$ cat src/rtl/laser_host_if.sv
// ---------------------------------------------------------------------------
// laser_host_if
// Bundles every non-clock signal of the laser host: the point-memory write
// port, the run control, the engine stream (x/y out, centres and done in) and
// the result bus.
//   slave  : the laser_host block itself
//   master : the environment (system write port plus the laser engine)
// ---------------------------------------------------------------------------
interface laser_host_if;
  // system write port and run control
  logic       wr_en;
  logic [5:0] wr_addr;
  logic [3:0] wr_x;
  logic [3:0] wr_y;
  logic       start;
  logic       busy;
  // engine stream
  logic [3:0] x;
  logic [3:0] y;
  logic [3:0] c1x;
  logic [3:0] c1y;
  logic [3:0] c2x;
  logic [3:0] c2y;
  logic       done;
  // result bus
  logic       res_valid;
  logic [3:0] res_c1x;
  logic [3:0] res_c1y;
  logic [3:0] res_c2x;
  logic [3:0] res_c2y;
  logic [5:0] res_cover;
  logic       res_timeout;

  modport slave (
    input  wr_en, wr_addr, wr_x, wr_y, start,
    input  c1x, c1y, c2x, c2y, done,
    output busy, x, y,
    output res_valid, res_c1x, res_c1y, res_c2x, res_c2y, res_cover, res_timeout
  );

  modport master (
    output wr_en, wr_addr, wr_x, wr_y, start,
    output c1x, c1y, c2x, c2y, done,
    input  busy, x, y,
    input  res_valid, res_c1x, res_c1y, res_c2x, res_c2y, res_cover, res_timeout
  );
endinterface

$ cat src/rtl/laser_host.sv
// ---------------------------------------------------------------------------
// laser_host
// Stimulus and scoring front end for the two-circle laser engine. Holds a
// point set written through the system port, streams it to the engine one
// point per cycle, waits for the engine's done pulse, latches the two circle
// centres and then counts the points covered by either circle.
// Ports:
//   clk   : clock, rising edge
//   rst_n : asynchronous active-low reset
//   bus   : laser_host_if.slave -- write port, start/busy, engine x/y and
//           centres/done, result bus (res_valid pulse with centres, cover
//           count and timeout flag)
// Flow: IDLE -> SEND -> WAIT -> SCORE -> REPORT -> IDLE, WAIT -> REPORT on
// timeout. Latency from start to res_valid is N_PTS + W + N_PTS + 2 cycles
// counting the start cycle and the report cycle, W being the WAIT cycles.
// ---------------------------------------------------------------------------
module laser_host #(
  parameter int N_PTS   = 40,    // points per set (address width is 6)
  parameter int R_SQ    = 16,    // squared radius of both circles
  parameter int TIMEOUT = 8192   // WAIT cycles before the run is abandoned
) (
  input logic         clk,
  input logic         rst_n,
  laser_host_if.slave bus
);

  typedef enum logic [2:0] {
    S_IDLE,
    S_SEND,
    S_WAIT,
    S_SCORE,
    S_REPORT
  } state_t;

  state_t      state;
  logic [5:0]  idx;        // point being sent or scored
  logic [15:0] wait_cnt;   // cycles spent in WAIT

  logic [3:0]  x_q, y_q;
  logic        res_valid_q, res_timeout_q;
  logic [3:0]  res_c1x_q, res_c1y_q, res_c2x_q, res_c2y_q;
  logic [5:0]  res_cover_q;

  logic [3:0]  mem_x [N_PTS];
  logic [3:0]  mem_y [N_PTS];

  // NOTE: the point memory has no reset on purpose: it must survive a reset
  // so a run can be restarted on the same set, and leaving it out of the reset
  // tree lets it map onto plain RAM.
  always_ff @(posedge clk) begin
    if (state == S_IDLE && bus.wr_en && bus.wr_addr < 6'(N_PTS)) begin
      mem_x[bus.wr_addr] <= bus.wr_x;
      mem_y[bus.wr_addr] <= bus.wr_y;
    end
  end

  // Squared distance test in the widths the engine uses: |d| in 4 bits,
  // squares in 8 bits, sum in 9 bits so 15^2 + 15^2 cannot wrap.
  function automatic logic in_circle(input logic [3:0] px, input logic [3:0] py,
                                     input logic [3:0] cx, input logic [3:0] cy);
    logic [3:0] dx, dy;
    logic [7:0] sq_x, sq_y;
    logic [8:0] sum;
    dx   = (px >= cx) ? px - cx : cx - px;
    dy   = (py >= cy) ? py - cy : cy - py;
    sq_x = {4'd0, dx} * {4'd0, dx};
    sq_y = {4'd0, dy} * {4'd0, dy};
    sum  = {1'b0, sq_x} + {1'b0, sq_y};
    return sum <= 9'(R_SQ);
  endfunction

  // A point inside both circles is still one covered point.
  logic covered;
  assign covered = in_circle(mem_x[idx], mem_y[idx], res_c1x_q, res_c1y_q) |
                   in_circle(mem_x[idx], mem_y[idx], res_c2x_q, res_c2y_q);

  // NOTE: every register here is assigned with <= so all of them update from
  // the same pre-edge values; blocking assignments would make the order of the
  // statements change the hardware.
  always_ff @(posedge clk or negedge rst_n) begin
    if (!rst_n) begin
      state         <= S_IDLE;
      idx           <= '0;
      wait_cnt      <= '0;
      x_q           <= '0;
      y_q           <= '0;
      res_valid_q   <= 1'b0;
      res_timeout_q <= 1'b0;
      res_c1x_q     <= '0;
      res_c1y_q     <= '0;
      res_c2x_q     <= '0;
      res_c2y_q     <= '0;
      res_cover_q   <= '0;
    end else begin
      res_valid_q <= 1'b0;
      case (state)
        S_IDLE: begin
          if (bus.start) begin
            // present point 0 in the very first SEND cycle
            state <= S_SEND;
            idx   <= '0;
            x_q   <= mem_x[0];
            y_q   <= mem_y[0];
          end
        end

        S_SEND: begin
          if (idx == 6'(N_PTS - 1)) begin
            state    <= S_WAIT;
            x_q      <= '0;
            y_q      <= '0;
            wait_cnt <= '0;
          end else begin
            idx <= idx + 6'd1;
            x_q <= mem_x[idx + 6'd1];
            y_q <= mem_y[idx + 6'd1];
          end
        end

        S_WAIT: begin
          // done wins over the timeout when both land in the same cycle
          if (bus.done) begin
            res_c1x_q     <= bus.c1x;
            res_c1y_q     <= bus.c1y;
            res_c2x_q     <= bus.c2x;
            res_c2y_q     <= bus.c2y;
            res_timeout_q <= 1'b0;
            res_cover_q   <= '0;
            idx           <= '0;
            state         <= S_SCORE;
          end else if (wait_cnt == 16'(TIMEOUT - 1)) begin
            res_c1x_q     <= '0;
            res_c1y_q     <= '0;
            res_c2x_q     <= '0;
            res_c2y_q     <= '0;
            res_timeout_q <= 1'b1;
            res_cover_q   <= '0;
            res_valid_q   <= 1'b1;
            state         <= S_REPORT;
          end else begin
            wait_cnt <= wait_cnt + 16'd1;
          end
        end

        S_SCORE: begin
          res_cover_q <= res_cover_q + 6'(covered);
          if (idx == 6'(N_PTS - 1)) begin
            res_valid_q <= 1'b1;
            state       <= S_REPORT;
          end else begin
            idx <= idx + 6'd1;
          end
        end

        S_REPORT: state <= S_IDLE;

        default: state <= S_IDLE;
      endcase
    end
  end

  assign bus.busy        = (state != S_IDLE);
  assign bus.x           = x_q;
  assign bus.y           = y_q;
  assign bus.res_valid   = res_valid_q;
  assign bus.res_timeout = res_timeout_q;
  assign bus.res_c1x     = res_c1x_q;
  assign bus.res_c1y     = res_c1y_q;
  assign bus.res_c2x     = res_c2x_q;
  assign bus.res_c2y     = res_c2y_q;
  assign bus.res_cover   = res_cover_q;

endmodule

$ cat src/flat_wrapper.sv
// flat-port wrapper written by rule: the top's interface ports become plain ports
module laser_host_flat 
#(
  parameter int N_PTS   = 40,                                          
  parameter int R_SQ    = 16,                                     
  parameter int TIMEOUT = 8192                                             
)
  (clk, rst_n, bus_wr_en, bus_wr_addr, bus_wr_x, bus_wr_y, bus_start, bus_c1x, bus_c1y, bus_c2x, bus_c2y, bus_done, bus_busy, bus_x, bus_y, bus_res_valid, bus_res_c1x, bus_res_c1y, bus_res_c2x, bus_res_c2y, bus_res_cover, bus_res_timeout);
  laser_host_if bus_i ();
  input logic clk;
  input logic rst_n;
  input wire logic [$bits(bus_i.wr_en)-1:0] bus_wr_en;
  input wire logic [$bits(bus_i.wr_addr)-1:0] bus_wr_addr;
  input wire logic [$bits(bus_i.wr_x)-1:0] bus_wr_x;
  input wire logic [$bits(bus_i.wr_y)-1:0] bus_wr_y;
  input wire logic [$bits(bus_i.start)-1:0] bus_start;
  input wire logic [$bits(bus_i.c1x)-1:0] bus_c1x;
  input wire logic [$bits(bus_i.c1y)-1:0] bus_c1y;
  input wire logic [$bits(bus_i.c2x)-1:0] bus_c2x;
  input wire logic [$bits(bus_i.c2y)-1:0] bus_c2y;
  input wire logic [$bits(bus_i.done)-1:0] bus_done;
  output wire logic [$bits(bus_i.busy)-1:0] bus_busy;
  output wire logic [$bits(bus_i.x)-1:0] bus_x;
  output wire logic [$bits(bus_i.y)-1:0] bus_y;
  output wire logic [$bits(bus_i.res_valid)-1:0] bus_res_valid;
  output wire logic [$bits(bus_i.res_c1x)-1:0] bus_res_c1x;
  output wire logic [$bits(bus_i.res_c1y)-1:0] bus_res_c1y;
  output wire logic [$bits(bus_i.res_c2x)-1:0] bus_res_c2x;
  output wire logic [$bits(bus_i.res_c2y)-1:0] bus_res_c2y;
  output wire logic [$bits(bus_i.res_cover)-1:0] bus_res_cover;
  output wire logic [$bits(bus_i.res_timeout)-1:0] bus_res_timeout;
  assign bus_i.wr_en = bus_wr_en;
  assign bus_i.wr_addr = bus_wr_addr;
  assign bus_i.wr_x = bus_wr_x;
  assign bus_i.wr_y = bus_wr_y;
  assign bus_i.start = bus_start;
  assign bus_i.c1x = bus_c1x;
  assign bus_i.c1y = bus_c1y;
  assign bus_i.c2x = bus_c2x;
  assign bus_i.c2y = bus_c2y;
  assign bus_i.done = bus_done;
  assign bus_busy = bus_i.busy;
  assign bus_x = bus_i.x;
  assign bus_y = bus_i.y;
  assign bus_res_valid = bus_i.res_valid;
  assign bus_res_c1x = bus_i.res_c1x;
  assign bus_res_c1y = bus_i.res_c1y;
  assign bus_res_c2x = bus_i.res_c2x;
  assign bus_res_c2y = bus_i.res_c2y;
  assign bus_res_cover = bus_i.res_cover;
  assign bus_res_timeout = bus_i.res_timeout;
  laser_host #(.N_PTS(N_PTS), .R_SQ(R_SQ), .TIMEOUT(TIMEOUT)) u_core (.clk(clk), .rst_n(rst_n), .bus(bus_i));
endmodule
$ cat config.mk
export PLATFORM = sky130hd
export DESIGN_NAME = laser_host_flat
export DESIGN_NICKNAME = d
export VERILOG_FILES = /design/src/rtl/laser_host_if.sv /design/src/rtl/laser_host.sv /design/src/flat_wrapper.sv
export SDC_FILE = /design/constraint.sdc
export NUM_CORES = 1
export LEC_CHECK = 0
export ABC_AREA = 1
export CAP_MARGIN = 20
export CELL_PAD_IN_SITES_DETAIL_PLACEMENT = 0
export CELL_PAD_IN_SITES_GLOBAL_PLACEMENT = 2
export CORE_MARGIN = 2
export CORE_UTILIZATION = 36
export CTS_BUF_LIST = sky130_fd_sc_hd__clkbuf_4 sky130_fd_sc_hd__clkbuf_8
export CTS_CLUSTER_DIAMETER = 60
export CTS_CLUSTER_SIZE = 8
export DETAILED_ROUTE_END_ITERATION = 7
export MAX_ROUTING_LAYER = met4
export PLACE_DENSITY = 0.76
export SLEW_MARGIN = 5
export SYNTH_ARGS = -nofsm -noshare
export SYNTH_HDL_FRONTEND = slang
export SYNTH_SLANG_ARGS = --single-unit
$ cat constraint.sdc
create_clock -name clk -period 7 [get_ports clk]
set_input_delay 1.4 -clock clk [delete_from_list [all_inputs] [get_ports clk]]
set_output_delay 1.4 -clock clk [all_outputs]
set_load 0.05 [all_outputs]
; ---- Word-level counts from Yosys, hierarchy flattened
; Memories as Yosys holds them, arrays and structs flattened.
; Cells that the tools add are included.
[word_totals]
reg_bits = 57
ram_bits = 320
inputBits = 35
out_inout_bits = 33
wordCells = 108
mem_count = 2
[op_classes]
addsub = 13
n_mul = 4
magnitude_cmp = 7
eq_ne = 13
n_mux = 40
n_bitwise = 1
reduce_logical = 16
[mem_list]
columns = memory, depth, width, read_ports, rd_ports_with_merged_regs, write_ports, line_no
row1 = u_core.mem_x, 40, 4, 3, 0, 1, laser_host.sv:44  ; logic [3:0] mem_x [N_PTS];
row2 = u_core.mem_y, 40, 4, 3, 0, 1, laser_host.sv:45  ; logic [3:0] mem_y [N_PTS];
[ops]
columns = op, count
row1 = $mux 4, 13
row2 = $mux 16, 3
row3 = $mul 4x4->8, 4
row4 = $pmux 16 s2, 1
row5 = $sub 4x4->4, 8
row6 = $mux 6, 5
row7 = $add 8x8->9, 2
row8 = $le 9x5->1 const B, 2
row9 = $pmux 6 s3, 1
row10 = $add 16x1->16 const B, 1
row11 = $eq 16x13->1 const B, 1
row12 = $ge 4x4->1, 4
row13 = $pmux 4 s2, 2
row14 = $mux 3, 5
row15 = $pmux 3 s4, 1
row16 = $pmux 6 s2, 1
row17 = $reduce_and 4->1, 3
row18 = $ne 2x2->1 const B, 5
row19 = $reduce_bool 2->1, 4
row20 = $mux 1, 7
row21 = $add 6x1->6, 1
row22 = $add 6x1->6 const B, 1
row23 = $eq 3x2->1 const B, 2
row24 = $eq 6x6->1 const B, 1
row25 = 11 further kinds, 16

; ---- Logic depth before layout (Yosys ltp)
; Gate-level depths: netlist of run 1.
; An unclocked memory read counts as a cell.
[logic_depth]
ltp_word = 9
mapped_depth = 44
mapped_depth_nobuf = 41

; ---- Least setup slack after synthesis of run 1
; OpenSTA, ideal clock, no wires.
[synth_timing]
path_kind = register to register
startpoint = reg u_core.idx[0]
endpoint = reg u_core.res_cover_q[4], in the netlist u_core.bus.res_cover[4]
setup_time_ns = 0.122
t_arrival_ns = 7.101
setup_slack_ns = -0.222
stages_incl_launch_ff = 41
n_path_buf = 3
cell_sequence = dfrtp_1 buf_4 buf_2 buf_2 a21oi_1 o21ai_0 nand3_1 o2111ai_1 nand3_1 nand3_1 nand2_1 ha_1 inv_1 fa_1 nand2_1 inv_1 nor2_1 o21ai_0 [... 5 more ...] inv_1 fa_1 fa_1 fa_1 inv_1 fa_1 ha_1 inv_1 fa_1 a21oi_1 nor4_1 o211ai_1 nand2_1 ha_1 ha_1 and3_1 or2_2 a32o_1
[synth_between]
elab_chain_len = 9
elab_cells_between_ends = 29
classes_between = 11 x add/sub / 4 x mul / 6 x order compare / 5 x mux / 1 x bitwise / 2 x memory
[synth_lines]
columns = element, line_no
row1 = "start, declared", laser_host.sv:36  ; logic [5:0] idx;
row2 = "start signal, assigned", laser_host.sv:114  ; idx <= idx + 6'd1;
row3 = "start signal, assigned", laser_host.sv:151  ; idx <= idx + 6'd1;
row4 = $mem_v2 40x4 (on tied branches), --
row5 = "$sub 4x4->4, or another cell as far along", laser_host.sv:64  ; dx = (px >= cx) ? px - cx : cx - px;
row6 = $mux 4 (on tied branches), "laser_host.sv:64, laser_host.sv:65"
row7 = $mul 4x4->8 (on tied branches), "laser_host.sv:66, laser_host.sv:67"
row8 = $add 8x8->9, laser_host.sv:68  ; sum = {1'b0, sq_x} + {1'b0, sq_y};
row9 = $le 9x5->1, laser_host.sv:69  ; return sum <= 9'(R_SQ);
row10 = $or 1x1->1 *, laser_host.sv:74  ; assign covered = in_circle(mem_x[idx], mem_y[idx], res_c1x_q, res_c1y_q) |
row11 = $add 6x1->6 *, laser_host.sv:146  ; res_cover_q <= res_cover_q + 6'(covered);
row12 = $pmux 6 s2 *, laser_host.sv:96  ; case (state)
row13 = "end signal, assigned", laser_host.sv:146
row14 = "end, declared", laser_host.sv:42  ; logic [5:0] res_cover_q;
; Every way passes the cells marked *; elsewhere a longest branch is shown, timed or not.
; A chain may end at the register's enable or synchronous reset.

; ---- Worst setup path in the final report of run 1
; Same ends and word-level chain as after synthesis.

==> results.cfg, run 1 <==
[timing]
min_period_ps = 7389
fin_crit_sh_pct = 105.6
fin_skew_ps = 51.68
tns_ps = -906.4
clock.fmax_mhz = 135.3
rsz0062_at_grt = yes
setup-violations-final = 5
worstMarginPinSlew_ps = 1054
setup_ws_ps = -388.8
hold_viol = 0
slew_viol_final = 0
slew_headroom_pct = 29.45

[critical_path]
rr_worst_depth = 37
cpPeakStageDelay_ps = 560
critPathArrivalTime_ps = 7950
critical_path_class = flop to flop
start_kind = flop
cp_max_fo = 6
cp_common_cell = fa_1
crit_required_ps = 7560
cp-end-kind = flop
slowest_stage = fa_1

[clock_tree]
cts_buffers = 56
cts-root-buf = clkbuf_8
worstSkewPairLatency_ps = 710
cts_buffer_depth = 3
clock-sinks = 377
cts_htree_levels = 2
ctsHoldBuffers = 0
cts_tree = built
path_clk_slew_ps = 70

[placement]
dp_cells = 3512
dp_hpwl_um = 50930
port_buffers = 67
gp_congestion = 0.8727
dpl_cell_area_mm2 = 0.02486

[die]
std_cell_rows = 90
coreArea_mm2 = 0.06036
die_w_um = 251.2
start_util_pct = 36.44
die_area_mm2 = 0.06308
pin_count = 68
die-height_um = 251.2

[routing]
drtPass1Iterations = 7
routedWlPerCell_um = 20.61
num_vias = 18920
ant_nets = 0
drtIter0Drc = 1572
wl_um = 75050
drc = 0
via_per_inst = 5.196

[hold_path]
holdPathStages = 2
hold_path.class = flop to flop

[synthesis]
synth.ff_latch_count = 377
syn-num-nets = 2711
syn_avg_cell_area_um2 = 8.524
yosys_warnings = 0
async_flop_share_pct = 15.12
ys_types = 52
ys_seq_area_share_pct = 50.18
netlist_area_mm2 = 0.02199
synth_edf_count = 320
syn_inst = 2580
synth_flop_cell = edfxtp_1

[global_route]
grt_pass1_vias = 18345
grt_pass1_wl_um = 112500
grt_max_degree = 58
antenna_found_initial = 1
grt_usage_pct = 24.38
overflow = 0

[layout]
final_common_cell = nand2_1
drive_gt1_share_pct = 18.90
layout.nets = 2963
fin_cells = 3641
area_growth_pct = 24.05
layout_common_cells = 542 x nand2_1, 320 x edfxtp_1, 308 x inv_1
final_util_pct = 45.20
design_area_mm2 = 0.02728

[flow_run]
maxCapViolCount = 0

[run_status]
status = finished, violations left
violations = setup timing
[timing repair]
item,CTS,global route
resized for setup,143,76
endpoints found under the setup margin,6,6
pin swaps,47,44
gates cloned,7,1
setup buffers,30,6
[routing by layer]
metal  vias to the layer above  global-route usage [%]  wire, um
met5                         -                       -         0
met1                      9111                   32.38     33750
met3                       133                   3.054      3738
met4                         0                   8.231      2727
met2                       546                   38.69     34840
li1                       9130                       -         -
[synthesized netlist by cell type (3+ instances only)]
| cell type | count | area (um2) |
|---|---|---|
| nand2_1 | 567 | 2128 |
| edfxtp_1 | 320 | 9609 |
| inv_1 | 318 | 1194 |
| nand3_1 | 315 | 1577 |
| nor2_1 | 293 | 1100 |
| o21ai_0 | 160 | 800.8 |
| a21oi_1 | 125 | 625.6 |
| buf_2 | 75 | 375.4 |
| ha_1 | 66 | 825.8 |
| dfrtp_1 | 57 | 1426 |
| clkbuf_1 | 37 | 138.9 |
| o2111ai_1 | 32 | 280.3 |
| fa_1 | 30 | 600.6 |
| nand4_1 | 19 | 118.9 |
| o21ai_1 | 17 | 85.08 |
| o22ai_1 | 17 | 106.4 |
| xor2_1 | 14 | 122.6 |
| buf_4 | 12 | 90.09 |
| o211ai_1 | 11 | 82.58 |
| or2_2 | 11 | 68.82 |
| buf_1 | 8 | 30.03 |
| inv_2 | 8 | 30.03 |
| xnor2_1 | 8 | 70.07 |
| a221oi_1 | 5 | 43.79 |
| o21bai_1 | 5 | 37.54 |
| nor3_1 | 4 | 20.02 |
| o21a_1 | 4 | 30.03 |
| a31oi_1 | 3 | 18.77 |
| buf_6 | 3 | 33.78 |
| nand2_2 | 3 | 18.77 |
| nor2_2 | 3 | 18.77 |
| o311ai_0 | 3 | 26.28 |
| o31ai_1 | 3 | 22.52 |
[cell families (layout without fill, tap and decap cells)]
| logic type | Yosys count | count (layout) | share of synthesized area (%) |
|---|---|---|---|
| DFF | 377 | 377 | 50.18 |
| xor gates and xnor gates | 24 | 24 | 1.075 |
| muxes | 1 | 1 | 0.05120 |
| other | 0 | 2 | 0 |
| AOI/OAI and AO/OA | 394 | 394 | 10.23 |
| and+or+nand+nor | 1225 | 1225 | 23.33 |
| buffers and inverters | 463 | 740 | 8.648 |
| adders and majority gates | 96 | 96 | 6.486 |
[layout make-up]
| type | count | area (um2) |
|---|---|---|
| inverters | 328 | 1240 |
| clock buffers | 73 | 904.6 |
| fillers | 5776 | 33080 |
| clock inverters | 10 | 73.82 |
| repair buffers | 329 | 3146 |
| well taps | 782 | 978.4 |
| multi-input cells | 1740 | 9893 |
| diodes | 2 | 5.005 |
| flip-flops and latches | 377 | 11040 |
[through the flow]
step	hold WS (ps)	setup slack, ps
after global routing	524.1	-631.2
final	505.1	-388.8
after global placement	486.6	-798.0
after detailed placement	488.5	-845.8
after floorplan	467.8	3.588
after CTS	504.0	-398.4
[final timing paths]
kind	startpoint	endpoint	slack [ps]
hold / removal	u_core.wait_cnt[1]	u_core.wait_cnt[1]	510
min in group asynchronous	rst_n	u_core.bus.res_c2y[1]	920
setup reg to reg	u_core.idx[0]	u_core.bus.res_cover[4]	-390
setup / recovery	u_core.idx[0]	u_core.bus.res_cover[4]	-390
hold reg to reg	u_core.wait_cnt[1]	u_core.wait_cnt[1]	510
max in group asynchronous	rst_n	u_core.idx[0]	5370
[worst max-delay path: cells and delay by family, from the launching register on]
family          cells  cell delay [ps]
fa+ha+maj          10             3450
simple gates       11             1310
compound gates      5              760
flops               1              530
xor+xnor            1              150
buf+inv            10             1050
[state kept, by name, summed over array words and instances (netlist names)]
signal / cells
u_core.mem_x: 160
u_core.bus.res_valid: 1
u_core.bus.res_c1x: 4
u_core.bus.res_timeout: 1
u_core.wait_cnt: 16
u_core.bus.res_c2y: 4
u_core.bus.x: 4
u_core.state: 3
u_core.bus.res_c1y: 4
u_core.idx: 6
u_core.bus.y: 4
u_core.mem_y: 160
u_core.bus.res_c2x: 4
u_core.bus.res_cover: 6
Power of run 1 is not shown: default switching activity piles up to over one toggle a cycle in this logic, so the estimate is an artifact.
==> run 2: changes to the inputs <==
Settings changed: SLEW_MARGIN 5 to 20.
==> results of run 2 <==
Final layout, timing and power as in run 1 (identical DEF).
Power of run 2 is left out for the same reason.
